**src/rtl/serial_pkg.sv**
```systemverilog
// Shared constants and state encoding for the serial word feeder.
package serial_pkg;

    localparam int DEFAULT_WIDTH = 8;

    typedef enum logic [0:0] {
        IDLE  = 1'b0,
        SHIFT = 1'b1
    } feeder_state_e;

    // Bit counter width: ceil(log2(w)), never narrower than one bit.
    function automatic int cnt_width(input int w);
        return (w > 1) ? $clog2(w) : 1;
    endfunction

endpackage

```
**src/rtl/serial_word_feeder.sv**
```systemverilog
// Parallel-to-serial feeder: one-entry hold register in front of an LSB-first
// shifter, with a frame-start strobe for a downstream serial complementer.
module serial_word_feeder
    import serial_pkg::*;
#(
    parameter int WIDTH = DEFAULT_WIDTH
) (
    input  logic             clock,
    input  logic             r_n,
    input  logic [WIDTH-1:0] in_data,
    input  logic             in_valid,
    output logic             in_ready,
    output logic             x,
    output logic             r,
    output logic             bit_valid,
    output logic             busy
);

    localparam int            CW   = cnt_width(WIDTH);
    localparam logic [CW-1:0] LAST = CW'(WIDTH - 1);

    feeder_state_e    r_state;
    logic [WIDTH-1:0] r_shift;
    logic [WIDTH-1:0] r_hold;
    logic             r_hold_full;
    logic [CW-1:0]    r_count;

    logic w_accept;
    logic w_last;
    logic w_load;
    logic w_shifting;

    assign w_shifting = (r_state == SHIFT);
    assign w_accept   = in_valid & ~r_hold_full;
    assign w_last     = (r_count == LAST);
    // Hold moves into the shifter from IDLE, or on the last bit for gap-free frames.
    assign w_load     = r_hold_full & (~w_shifting | w_last);

    assign in_ready  = ~r_hold_full;
    assign bit_valid = w_shifting;
    assign x         = w_shifting & r_shift[0];
    assign r         = w_shifting & (r_count == '0);
    assign busy      = w_shifting | r_hold_full;

    always_ff @(posedge clock or negedge r_n) begin
        if (!r_n) begin
            r_state <= IDLE;
        end else begin
            case (r_state)
                IDLE:    if (r_hold_full)           r_state <= SHIFT;
                SHIFT:   if (w_last && !r_hold_full) r_state <= IDLE;
                default: r_state <= IDLE;
            endcase
        end
    end

    always_ff @(posedge clock or negedge r_n) begin
        if (!r_n) begin
            r_shift <= '0;
            r_count <= '0;
        end else if (w_load) begin
            r_shift <= r_hold;
            r_count <= '0;
        end else if (w_shifting) begin
            // Shifting past the last bit leaves zeros, so an idle shifter reads 0.
            r_shift <= r_shift >> 1;
            r_count <= w_last ? '0 : r_count + CW'(1);
        end
    end

    // Accept and load are exclusive: accept needs the hold empty, load needs it full.
    always_ff @(posedge clock or negedge r_n) begin
        if (!r_n) begin
            r_hold      <= '0;
            r_hold_full <= 1'b0;
        end else if (w_accept) begin
            r_hold      <= in_data;
            r_hold_full <= 1'b1;
        end else if (w_load) begin
            r_hold_full <= 1'b0;
        end
    end

endmodule

```
**config.mk**
```make
export PLATFORM = sky130hd
export DESIGN_NAME = serial_word_feeder
export DESIGN_NICKNAME = d
export VERILOG_FILES = /design/src/rtl/serial_pkg.sv /design/src/rtl/serial_word_feeder.sv
export SDC_FILE = /design/constraint.sdc
export NUM_CORES = 1
export LEC_CHECK = 0
export ABC_AREA = 1
export CAP_MARGIN = 25
export CELL_PAD_IN_SITES_DETAIL_PLACEMENT = 1
export CELL_PAD_IN_SITES_GLOBAL_PLACEMENT = 2
export CORE_ASPECT_RATIO = 0.7
export CORE_MARGIN = 1
export CORE_UTILIZATION = 25
export DETAILED_ROUTE_END_ITERATION = 8
export PLACE_DENSITY_LB_ADDON = 0.1
export SYNTH_ARGS = -nofsm -noshare
export SYNTH_HDL_FRONTEND = slang
export SYNTH_SLANG_ARGS = --single-unit
```
**constraint.sdc**
```tcl
create_clock -name clock -period 3.15 [get_ports clock]
set_input_delay 0.4725 -clock clock [delete_from_list [all_inputs] [get_ports clock]]
set_output_delay 0.4725 -clock clock [all_outputs]
set_load 0.01 [all_outputs]
```
* Word-level counts from Yosys, hierarchy flattened *
Index checks and enable logic that the tools add are counted.

cells by class
  eq/ne operators = 1
  bitwise logic cells = 8
  add/subtract/negate cells = 1
  muxes and demuxes = 10
  reduce and logical (&&, ||, !) cells = 5

operators by type and width
  operator                                                        number
  8-bit 2-to-1 mux                                                2
  3-bit 2-to-1 mux                                                3
  1-bit AND                                                       4
  1-bit 2-to-1 mux                                                4
  2-bit nonzero test                                              2
  3-bit by 1-bit adder with 3-bit output (second input constant)  1
  3-bit equality test (second input constant)                     1
  3-bit logical NOT                                               1
  1-bit inverter                                                  2
  1-bit OR                                                        2
  1-bit one-hot mux with 2 select lines                           1
  1-bit logical AND                                               1
  1-bit logical NOT                                               1

word-level totals
  flip-flop bits (word level) = 21
  output and inout port bits = 5

* Logic depth before layout (Yosys ltp) *
  depth after elaboration = 5
  mapped depth = 7

* Worst setup path after synthesis *
No wires, ideal clock.

  path kind = register -> register
  start = reg r_count[0]
  end = reg r_shift[6]
  stages on the path, launching flop included = 8
  clock period less this slack = 1281 ps
  buffers on the path = 1
  arrival = 1160 ps
  data required time = 3029 ps
  slack = 1869 ps
  cells stage by stage = dfrtp_1 ha_1 ha_1 inv_1 nand2_2 buf_6 nand3_1 nand3_2

on the way
  cells in the longest elaborated chain, start to end = 4

RTL lines
  what                                                    RTL line                  text
  start: declaration                                      serial_word_feeder.sv:26  logic [CW-1:0] r_count;
  start signal: assignment                                serial_word_feeder.sv:67  r_count <= w_last ? '0 : r_count + CW'(1);
  3-bit equality test (*)                                 serial_word_feeder.sv:35  assign w_last = (r_count == LAST);
  1-bit OR (*)                                            serial_word_feeder.sv:37  assign w_load = r_hold_full & (~w_shifting | w_last);
  1-bit AND (*)                                           serial_word_feeder.sv:37
  8-bit 2-to-1 mux or 2-bit nonzero test (tied branches)  -
  end signal: assignment                                  serial_word_feeder.sv:62  r_shift <= r_hold;
  end signal: assignment                                  serial_word_feeder.sv:66  r_shift <= r_shift >> 1;
  end: declaration                                        serial_word_feeder.sv:23  logic [WIDTH-1:0] r_shift;

Mark *: on every way between the ends. The rest lies on a longest branch, timed or not.
A chain may end at the register's enable or synchronous reset.

* Final worst setup path *
  start = reg r_hold_full
  end = out busy

on the way
  cells in the longest elaborated chain, start to end = 1

RTL lines
  what                      RTL line                  text
  start: declaration        serial_word_feeder.sv:25  logic r_hold_full;
  start signal: assignment  serial_word_feeder.sv:75  r_hold_full <= 1'b0;
  start signal: assignment  serial_word_feeder.sv:78  r_hold_full <= 1'b1;
  start signal: assignment  serial_word_feeder.sv:80  r_hold_full <= 1'b0;
  1-bit OR                  serial_word_feeder.sv:43  assign busy = w_shifting | r_hold_full;
  end: declaration          serial_word_feeder.sv:16  output logic busy

Every way passes these cells.

==> impl_metrics.env <==
export IMPL_status="finished, final reports clean"
export IMPL_grt_pass1_wl_mm=3.95
export IMPL_synth_warnings=0
export IMPL_cts_root_buf="clkbuf_8"
export IMPL_startpoint="r_hold_full$_DFFE_PN0P_"
export IMPL_syn_to_final_growth_pct=22.5
export IMPL_cp_start_kind="flop"
export IMPL_crit_arrival_ns=1.80
export IMPL_setup_violations=0
export IMPL_ioPinCount=16
export IMPL_grt_max_degree=22
export IMPL_fin_ws_ns=0.877
export IMPL_placementRows=18
export IMPL_maxCapViolCount=0
export IMPL_cts_max_level=1
export IMPL_avgSynthCellArea_um2=8.52
export IMPL_via_per_inst=4.28
export IMPL_n_fill_cell=447
export IMPL_core_um2=3690
export IMPL_drv_slew=0
export IMPL_most_common_layout_cells="35 x nand2_1, 24 x nand3_1, 21 x dfrtp_1, 15 x clkdlybuf4s50_1, 10 x inv_1"
export IMPL_setup_tns_ns=0
export IMPL_hold_end="r_hold[2]$_DFFE_PN0P_"
export IMPL_pwr_density_cell_nw_per_um2=826
export IMPL_wl_per_cell_um=12.4
export IMPL_rr_startpoint="r_count[0]$_DFFE_PN0P_"
export IMPL_cts_inserted_buffers=3
export IMPL_grtUsageTotal=0.119
export IMPL_ys_seq_area_frac=0.519
export IMPL_clk_pin_slew_ns=0.08
export IMPL_rr_worst_depth=7
export IMPL_clk_latency_ns=0.27
export IMPL_fin_skew_ns=0.00974
export IMPL_ir_drop_mv=0.230
export IMPL_regToRegSetupSlack_ns=1.64
export IMPL_holdCritStartpoint="r_hold[2]$_DFFE_PN0P_"
export IMPL_yosys_top_cells_area="dfrtp_1 52%, nand2_1 13%, nand3_1 12%"
export IMPL_die_height_um=55.3
export IMPL_power_mw=1.03
export IMPL_final_common_cell="nand2_1"
export IMPL_leakagePower_nw=0.595
export IMPL_clk_path_buf_depth=2
export IMPL_synth_nets=133
export IMPL_grt_pass1_vias=779
export IMPL_drive_above_1_share=0.112
export IMPL_grt_ovfl_total=0
export IMPL_drc=0
export IMPL_post_cts_setup_buffers=0
export IMPL_path_cells="nor2_4 > inv_2 > clkdlybuf4s50_1"
export IMPL_stdcell_count=184
export IMPL_ys_ff_latch=21
export IMPL_crit_type="reg2out"
export IMPL_crit_required_ns=2.68
export IMPL_holdCritPathClass="reg2reg"
export IMPL_finalCriticalPeriod_ns=2.27
export IMPL_yosys_area_top_type_share=0.519
export IMPL_placed_cell_area_um2=1180
export IMPL_postRouteAntennaNets=0
export IMPL_tightest_slew_ns=0.433
export IMPL_worstPathMaxFanout=17
export IMPL_numPortBuffers=15
export IMPL_slowest_delay_ns=0.53
export IMPL_cts_resized=0
export IMPL_gp_congestion=0.732
export IMPL_holdPathStages=2
export IMPL_finalInstanceArea_um2=1240
export IMPL_tritoncts="yes"
export IMPL_hold_buffers=0
export IMPL_dpl_worst_slack_ns=1.14
export IMPL_endpoint_kind="output pin"
export IMPL_via_count=788
export IMPL_synth_distinct_cells=14
export IMPL_die_area_um2=4320
export IMPL_rsz0062_at_grt="false"
export IMPL_synth_area_um2=1010
export IMPL_fin_crit_sh=0.721
export IMPL_final_nets=149
export IMPL_first_pass_iters=4
export IMPL_yosys_area_top_type="dfrtp_1"
export IMPL_crit_slowest_cell="dfrtp_1"
export IMPL_antenna_found_initial=0
export IMPL_placed_cells=179
export IMPL_r2r_end="r_count[2]$_DFFE_PN0P_"
export IMPL_clock_sinks=21
export IMPL_start_util=0.274
export IMPL_routed_wl_mm=2.28
export IMPL_crit_family="buffers and inverters"
export IMPL_finalHoldViolCount=0
export IMPL_syn_inst=119
export IMPL_maxSlewHeadroom=0.710
export IMPL_diodes=0
export IMPL_crit_buf_inv=2
export IMPL_dp_hpwl_mm=1.69
export IMPL_drt_initial_drc_count=35
export IMPL_dieWidth_um=78.1
export IMPL_max_freq_ghz=0.440
==> how the worst max path moves through the flow <==
| stage | to | slack [ns] | cells past startpoint |
|---|---|---|---|
| 2_1_floorplan | r_shift[6]$_DFFE_PN0P_ | 1.87 | 7 |
| 3_3_place_gp | busy | 1.18 | 3 |
| 3_5_place_dp | busy | 1.14 | 3 |
| 4_1_cts | busy | 0.84 | 3 |
| 5_1_grt | busy | 0.76 | 3 |
| 6_report | busy | 0.88 | 3 |
==> cell families (layout without fill, tap and decap cells) <==
| group | Yosys count | count (layout) | share of synthesized area |
|---|---|---|---|
| adders and majority gates | 3 | 3 | 0.0370 |
| buffers and inverters | 18 | 33 | 0.0938 |
| AOI/OAI and AO/OA | 4 | 4 | 0.0198 |
| and+or+nand+nor | 73 | 73 | 0.331 |
| DFF | 21 | 21 | 0.519 |
==> area by class of cell <==
type,instances,area (um2),share of cell area
sequential,21,526,0.423
multi-input combinational,80,393,0.317
timing repair buffer,16,165,0.133
tap,50,62.6,0.0504
inverter,13,48.8,0.0393
clock buffer,3,41.3,0.0333
clock inverter,1,5.00,0.00403
==> state kept, by name (all words and copies together), names as in the netlist <==
signal       count
r_count          3
r_shift          8
bit_valid        1
r_hold           8
r_hold_full      1
==> cell usage after synthesis <==
library cell	instances
dfrtp_1	21
nor2_1	7
buf_6	3
nand2_2	4
nand3_2	1
nor2_4	2
inv_2	3
inv_1	10
ha_1	3
buf_2	1
o21ai_1	4
nand2_1	35
nand3_1	24
buf_4	1
==> worst min-delay path, stage by stage, from the launching register on <==
cell	delay [ns]
dfrtp_1	0.36
nand2_1	0.06
nand2_1	0.04
==> metrics by stage <==
stage | hold WS, ns | utilization
detailed placement | 0.466 | 0.319
global placement | 0.465 | 0.319
finish | 0.486 | 0.336
CTS | 0.488 | 0.332
floorplan | 0.177 | -
global route | 0.521 | 0.336
==> power breakdown <==
group,total [mW],switching (mW),internal (mW),leakage (nW)
clock,0.181,0.0925,0.0882,0.0255
sequential,0.476,0.0932,0.383,0.263
combinational,0.369,0.213,0.156,0.306
==> routing by layer <==
metal | vias up | global-route usage | routed length [um]
li1 | 406 | - | -
met3 | 4 | 0.0298 | 86
met2 | 14 | 0.167 | 944
met1 | 364 | 0.177 | 1210
met5 | - | 0 | 0
met4 | 0 | 0.0397 | 30
(Power assumes the default switching activity.)
